**src/rtl/rpm_pulse_gen.sv**
```systemverilog
// rpm_pulse_gen: tach pulse train generator with a programmable period in ms.
// A 1 ms timebase (treg) counts COUNT_MS clocks; mreg counts ms within a period.
// Optional burst mode is compiled in by defining PULSE_GEN_BURST_EN, which adds
// the burst_len input and done output.
module rpm_pulse_gen #(
    parameter int unsigned B        = 7,
    parameter int unsigned COUNT_MS = 50000,
    parameter int unsigned PULSE_W  = 1000
) (
    input  logic         clk,
    input  logic         reset,
    input  logic         enable,
    input  logic         load,
    input  logic [B:0]   period_in,
`ifdef PULSE_GEN_BURST_EN
    input  logic [7:0]   burst_len,
    output logic         done,
`endif
    output logic         pulse_out,
    output logic         active,
    output logic [15:0]  pulse_cnt
);

    typedef enum logic [1:0] {
        IDLE = 2'b00,
        HIGH = 2'b01,
        LOW  = 2'b10
    } state_t;

    localparam logic [15:0] T_LAST = 16'(COUNT_MS - 1);
    localparam logic [15:0] P_LAST = 16'(PULSE_W - 1);
    localparam logic [B:0]  P_ONE  = {{B{1'b0}}, 1'b1};

    state_t      state, state_next;
    logic [B:0]  period_reg, period_act, period_act_next, next_period;
    logic [B:0]  mreg, mreg_next;
    logic [15:0] treg, treg_next, cnt_next;
    logic        pulse_next, active_next;
    logic        start_ok, period_end, start, burst_stop;

`ifdef PULSE_GEN_BURST_EN
    logic [7:0]  burst_cnt, burst_next;
    logic        armed, armed_next, done_next;
`endif

    // Effective period, start qualification and period-boundary detection
    always_comb begin
        next_period = load ? period_in : period_reg;
        period_end  = (state == LOW) && (mreg == period_act - P_ONE) && (treg == T_LAST);
`ifdef PULSE_GEN_BURST_EN
        burst_stop  = (burst_len != '0) && (burst_cnt == burst_len);
        start_ok    = enable && armed && (next_period != '0);
`else
        burst_stop  = 1'b0;
        start_ok    = enable && (next_period != '0);
`endif
    end

    // State register
    always_ff @(posedge clk or posedge reset) begin
        if (reset) state <= IDLE;
        else       state <= state_next;
    end

    // Next-state logic; unknown encodings fall back to IDLE
    always_comb begin
        state_next = state;
        unique case (state)
            IDLE: if (start_ok) state_next = HIGH;
            HIGH: if (treg == P_LAST) state_next = LOW;
            LOW: begin
                if (period_end)
                    state_next = (start_ok && !burst_stop) ? HIGH : IDLE;
            end
            default: state_next = IDLE;
        endcase
    end

    // Output logic: next values of every registered output and counter
    always_comb begin
        start           = (state_next == HIGH) && (state != HIGH);
        period_act_next = period_act;
        treg_next       = treg;
        mreg_next       = mreg;
        cnt_next        = pulse_cnt;
        pulse_next      = pulse_out;
        active_next     = (state_next != IDLE);
`ifdef PULSE_GEN_BURST_EN
        burst_next      = burst_cnt;
        done_next       = period_end && burst_stop;
        armed_next      = enable ? (armed && !done_next) : 1'b1;
`endif
        if (start) begin
            period_act_next = next_period;
            treg_next       = '0;
            mreg_next       = '0;
            pulse_next      = 1'b1;
            cnt_next        = pulse_cnt + 16'd1;
`ifdef PULSE_GEN_BURST_EN
            burst_next      = (state == IDLE) ? 8'd1 : burst_cnt + 8'd1;
`endif
        end else begin
            unique case (state)
                HIGH: begin
                    treg_next = treg + 16'd1;
                    if (treg == P_LAST) pulse_next = 1'b0;
                end
                LOW: begin
                    if (treg == T_LAST) begin
                        treg_next = '0;
                        mreg_next = mreg + P_ONE;
                    end else begin
                        treg_next = treg + 16'd1;
                    end
                end
                default: pulse_next = 1'b0;
            endcase
        end
    end

    // Period register: load is honoured in every state
    always_ff @(posedge clk or posedge reset) begin
        if (reset)     period_reg <= '0;
        else if (load) period_reg <= period_in;
    end

    // Registered outputs and timing counters
    always_ff @(posedge clk or posedge reset) begin
        if (reset) begin
            period_act <= '0;
            treg       <= '0;
            mreg       <= '0;
            pulse_out  <= 1'b0;
            active     <= 1'b0;
            pulse_cnt  <= '0;
        end else begin
            period_act <= period_act_next;
            treg       <= treg_next;
            mreg       <= mreg_next;
            pulse_out  <= pulse_next;
            active     <= active_next;
            pulse_cnt  <= cnt_next;
        end
    end

`ifdef PULSE_GEN_BURST_EN
    // Burst bookkeeping: pulse count within the burst, done strobe, re-arm flag
    always_ff @(posedge clk or posedge reset) begin
        if (reset) begin
            burst_cnt <= '0;
            done      <= 1'b0;
            armed     <= 1'b1;
        end else begin
            burst_cnt <= burst_next;
            done      <= done_next;
            armed     <= armed_next;
        end
    end
`endif

endmodule
```
**config.mk**
```make
export PLATFORM = sky130hd
export DESIGN_NAME = rpm_pulse_gen
export DESIGN_NICKNAME = d
export VERILOG_FILES = /design/src/rtl/rpm_pulse_gen.sv
export SDC_FILE = /design/constraint.sdc
export NUM_CORES = 1
export LEC_CHECK = 0
export BUFFER_PORTS_ARGS = -buffer_cell sky130_fd_sc_hd__buf_2
export CAP_MARGIN = 0
export CORE_MARGIN = 2
export CORE_UTILIZATION = 62
export CTS_CLUSTER_DIAMETER = 200
export DETAILED_ROUTE_END_ITERATION = 7
export PLACE_DENSITY = 0.87
export SLEW_MARGIN = 20
export SYNTH_ARGS = -nofsm -noshare
export SYNTH_HDL_FRONTEND = slang
export SYNTH_SLANG_ARGS = --single-unit
```
**constraint.sdc**
```tcl
create_clock -name clk -period 3.98 [get_ports clk]
set_input_delay 0.597 -clock clk [delete_from_list [all_inputs] [get_ports clk]]
set_output_delay 0.597 -clock clk [all_outputs]
set_load 0.05 [all_outputs]
```
# ---- Yosys cells after proc, flatten, opt, wreduce, memory -nomap -nowiden
# Index checks and enable logic that the tools add are counted.
# Widths: inputs -> output; s select.
dict set report word_totals {
  ff_bits 60
  in_bits 12
  out_inout_bits 18
  elab_cells 48
}
dict set report classes {
  n_addsub 4
  eq_ne 9
  mux 15
  n_reduce_logical 12
}
# operator n
set ops {}
lappend ops {{$add 16x1->16 const B} 2}
lappend ops {{$mux 16} 2}
lappend ops {{$mux 8} 4}
lappend ops {{$pmux 16 s2} 1}
lappend ops {{$eq 16x10->1 const B} 1}
lappend ops {{$eq 16x16->1 const B} 1}
lappend ops {{$add 8x1->8 const B} 1}
lappend ops {{$eq 8x8->1} 1}
lappend ops {{$reduce_bool 8->1} 1}
lappend ops {{$sub 8x1->8 const B} 1}
lappend ops {{$mux 2} 3}
lappend ops {{$pmux 2 s3} 1}
lappend ops {{$reduce_bool 2->1} 3}
lappend ops {{$eq 2x1->1 const B} 2}
lappend ops {{$logic_and 1x1->1} 4}
lappend ops {{$reduce_and 2->1} 2}
lappend ops {{$mux 1} 3}
lappend ops {{$ne 3x3->1 const B} 1}
lappend ops {{$reduce_bool 3->1} 1}
lappend ops {{$eq 2x2->1 const B} 1}
lappend ops {{$logic_not 2->1} 1}
lappend ops {{$ne 2x1->1 const B} 1}
lappend ops {{$ne 2x2->1 const B} 1}
lappend ops {{$pmux 1 s2} 1}

# ---- Logic depth before layout (Yosys ltp)
dict set report depth {
  word_depth 10
  ltp_mapped 12
  mapped_depth_nobuf 9
}

# ---- Worst setup path before layout
# OpenSTA, ideal clock, no wires.
dict set report synth_path {
  path_kind {register to register}
  startpoint {register treg[10]}
  endpoint {register pulse_cnt[2]}
  setup_time_ns 0.142
  t_arrival_ns 2.609
  required_time_ns 3.838
  path_slack_ns 1.229
  stages_incl_launch_ff 11
  n_path_buf 3
  period_less_slack_ns 2.751
  path_cell_list {dfrtp_1 > or4_1 > or3_1 > or3_1 > clkbuf_1 > o31a_1 > nor3_2 > buf_4 > buf_6 > nand2_2 > xnor2_2}
}
dict set report synth_via {
  elab_chain_len 6
  word_cells_on_any_way 8
  cone_classes {eq/ne: 3; mux: 3; reduce/logical: 2}
}
# item line_no
set synth_lines {}
lappend synth_lines {{start: declaration} 37} ;# logic [15:0] treg, treg_next, cnt_next;
lappend synth_lines {{start signal: assignment} 138} ;# treg <= treg_next;
lappend synth_lines {{$eq 16x16->1} 49} ;# period_end = (state == LOW) && (mreg == period_act - P_ONE) && (treg == T_LAST);
lappend synth_lines {{$logic_and 1x1->1} 49}
lappend synth_lines {{$mux 2} 72} ;# if (period_end)
lappend synth_lines {{$pmux 2 s3 (*)} 68} ;# unique case (state)
lappend synth_lines {{$eq 2x1->1 (*)} 81} ;# start = (state_next == HIGH) && (state != HIGH);
lappend synth_lines {{$logic_and 1x1->1 (*)} 81}
lappend synth_lines {{end signal: assignment} 142} ;# pulse_cnt <= cnt_next;
lappend synth_lines {{end: declaration} 21} ;# output logic [15:0] pulse_cnt
# Mark *: on every way between the ends. The rest lies on a longest branch, timed or not.
# A chain may end at the register's enable or synchronous reset.

# ---- Worst setup path in the final report
dict set report layout_path {
  startpoint {register treg[10]}
  endpoint {register period_act[5]}
}
dict set report layout_via {
  elab_chain_len 6
  word_cells_on_any_way 8
  cone_classes {eq/ne: 3; mux: 3; reduce/logical: 2}
}
# item line_no
set layout_lines {}
lappend layout_lines {{$eq 16x16->1} 49}
lappend layout_lines {{$logic_and 1x1->1} 49}
lappend layout_lines {{$mux 2} 72}
lappend layout_lines {{$pmux 2 s3 (*)} 68}
lappend layout_lines {{$eq 2x1->1 (*)} 81}
lappend layout_lines {{$logic_and 1x1->1 (*)} 81}
lappend layout_lines {{end signal: assignment} 137} ;# period_act <= period_act_next;
lappend layout_lines {{end: declaration} 35} ;# logic [B:0] period_reg, period_act, period_act_next, next_period;
# Marked as above.

==> out/results.tsv <==
metric	value	unit
finalWeightedCongestion	0.863	
clock.fmax	313	MHz
clkSinkCount	60	
insertion_delay	0.34	ns
synth_most_common_cell	dfrtp_1	
wl	6030	um
vias	2273	
wl_per_cell	15.3	um
async_reset_ff_frac	1.00	
final_util	0.741	
switching_share	0.340	
track_usage	0.245	
powerDensity	562	nW/um^2
crit_arrival	3.42	ns
drv_cap	0	
cts_buffers	9	
dieArea	5490	sq um
yosysTopAreaCell	dfrtp_1	
cp-endpoint	period_act[5]	
finalNonFillerCells	393	
finalCritPeriodShare	0.803	
syn-cell-area	3040	sq um
fin_nets	337	
final-setup-viol-count	0	
pwr-share-comb	0.250	
core-area	4720	sq um
viasPerCell	5.78	
cts_tree	built	
fillCellCount	313	
firstDrtPassIters	4	
syn-num-nets	306	
place_inst	377	
power.leakage	1.64	nW
diodes	0	
synthCells	290	
cpMostUsedCell	or3_1	
hold_viol	0	
ys.flop_type	dfrtp_1	
cpPeakStageDelay	0.54	ns
area_delta_synth_final	14.9	%
grt-ovfl-total	0	
p_switching	0.000669	W
cts_hold_buf	0	
die_y	74.1	um
drtIter0Drc	131	
ys_seq_elements	60	
yosys-top-cells-area	dfrtp_1 (49%), xor2_1 (6.9%), xnor2_1 (5.8%), mux2_2 (5.5%), nor2_1 (3.7%)	
ioPinCount	30	
clkTransAtPathRegs	0.07	ns
place_ws	0.783	ns
placed_area	3260	sq um
finalClockSkew	0.00906	ns
slew_viol_final	0	
fin_ws	0.783	ns
ir_drop	0.550	mV
cts_buffer_depth	2	
reg_top3	pulse_cnt x16, treg x16	
cts_setup_buffers	0	
fin_tns_setup	0	ns
critical_path_class	flip-flop to flip-flop	
p_clk_frac	0.321	
slowest_stage	or4_1	
slew_headroom	0.448	
row_count	25	
grt_pass1_vias	2216	
r2r-start	treg[10]	
worst_pin_slew	0.828	ns
path_cells	or4_1, or3_1, or3_1, o31a_1, nor3_4, buf_4, mux2_2	
yosysWarnings	0	
antenna_found_initial	0	
grt_start_max_net_pins	34	
drive_gt1_frac	0.221	
drc	0	
min_period	3.20	ns
critPathRequiredTime	4.21	ns
dieWidth	74.1	um
cts.repair.resized	0	
hpwl	4110	um
crit_fanout	11	
syn_area_per_cell	10.5	sq um
numPortBuffers	29	
finalInstanceArea	3500	sq um
synth_top_area_share	0.493	
rsz0062_at_grt	false	
hold_path_class	input port to asynchronous set/reset pin	
antenna_left	0	
htree_levels	3	
r2r_cells	7	
ys_seq_area_frac	0.493	
rrSetupSlack	0.78	ns
synthTopCellsByCount	dfrtp_1 (60), nor2_1 (30), xor2_1 (24)	
outcome	completed	
r2r-end	period_act[5]	
internal_power	0.00130	W
seqPwrFrac	0.429	
timing.critical_path.from	treg[10]	
cts-root-buf	clkbuf_8	
grt_pass1_wl	10000	um
ys_types	45	
synth_edf_count	0	
start_util	0.645	
cp-start-kind	flip-flop	
endpoint_kind	flip-flop	
worst min-delay path by stage:
stage	slack [ns]	from	end
after floorplan	0.47	treg[1]	treg[1]
after global placement	0.46	pulse_cnt[15]	pulse_cnt[15]
after detailed placement	0.46	pulse_cnt[15]	pulse_cnt[15]
after CTS	0.37	reset	pulse_cnt[5]
after global routing	0.42	reset	pulse_cnt[5]
final	0.35	reset	pulse_cnt[5]
logic make-up (layout without fill, tap and decap cells):
logic type,Yosys count,count (layout),synth area share
compound gates,23,23,0.0522
xor+xnor,45,45,0.132
fa+ha+maj,4,4,0.0164
buf+inv,18,54,0.0267
flops,60,60,0.493
mux,16,16,0.0588
simple gates,124,124,0.221
layer usage:
metal	share of wire	track usage	up-vias	routed length (um)
met2	0.51	0.398	57	3080
met3	0.034	0.0528	17	207
met1	0.43	0.310	1117	2620
met5	0	0	-	0
li1	-	-	1082	-
met4	0.021	0.131	0	126
worst max-delay path, delay by kind of cell, from the launching register on:
kind	cells	cell delay [ns]
AND/OR/NAND/NOR	4	1.72
flip-flops	1	0.42
AO/OA/AOI/OAI	1	0.33
multiplexers	1	0.35
buffers and inverters	1	0.26
power by group through the flow:
stage / Combinational (W) / Clock, W / Sequential, W
3_5_place_dp: 0.000489 / 0 / 0.000849
2_1_floorplan: 0.000310 / 0 / 0.000901
3_3_place_gp: 0.000468 / 0 / 0.000843
4_1_cts: 0.000493 / 0.000642 / 0.000839
6_report: 0.000492 / 0.000631 / 0.000842
5_1_grt: 0.000535 / 0.000667 / 0.000858
layout make-up:
type	instances	area (sq um)	share of cell area
Clock buffer	11	151	0.0433
Timing Repair Buffer	34	195	0.0558
Inverter	4	15.0	0.00429
Sequential cell	60	1500	0.429
Tap cell	67	83.8	0.0240
Multi-Input combinational cell	212	1470	0.420
Clock inverter	5	83.8	0.0240
metrics by stage:
| step | power, W | hold WS (ns) |
|---|---|---|
| 3_3_place_gp | 0.00131 | 0.456 |
| 3_5_place_dp | 0.00134 | 0.461 |
| 4_1_cts | 0.00197 | 0.369 |
| 2_1_floorplan | 0.00121 | 0.467 |
| 5_1_grt | 0.00206 | 0.420 |
| 6_report | 0.00196 | 0.353 |
cell usage in the layout, fill, tap and decap left out, drive strengths merged, types with 4 or more instances in the layout:
master / netlist / final
nand2: 14 / 14
inv: 4 / 4
ha: 4 / 4
nor2b: 4 / 4
o21ai: 7 / 7
dfrtp: 60 / 60
or4: 4 / 4
xnor2: 21 / 21
clkbuf: 10 / 11
and2: 6 / 6
mux2: 15 / 15
nand4: 15 / 15
a21o: 4 / 4
nor2: 30 / 30
xor2: 24 / 24
nand3: 17 / 17
nor3: 6 / 6
buf: 4 / 34
and3: 14 / 14
Note: power is estimated with default switching activity, not from simulation.
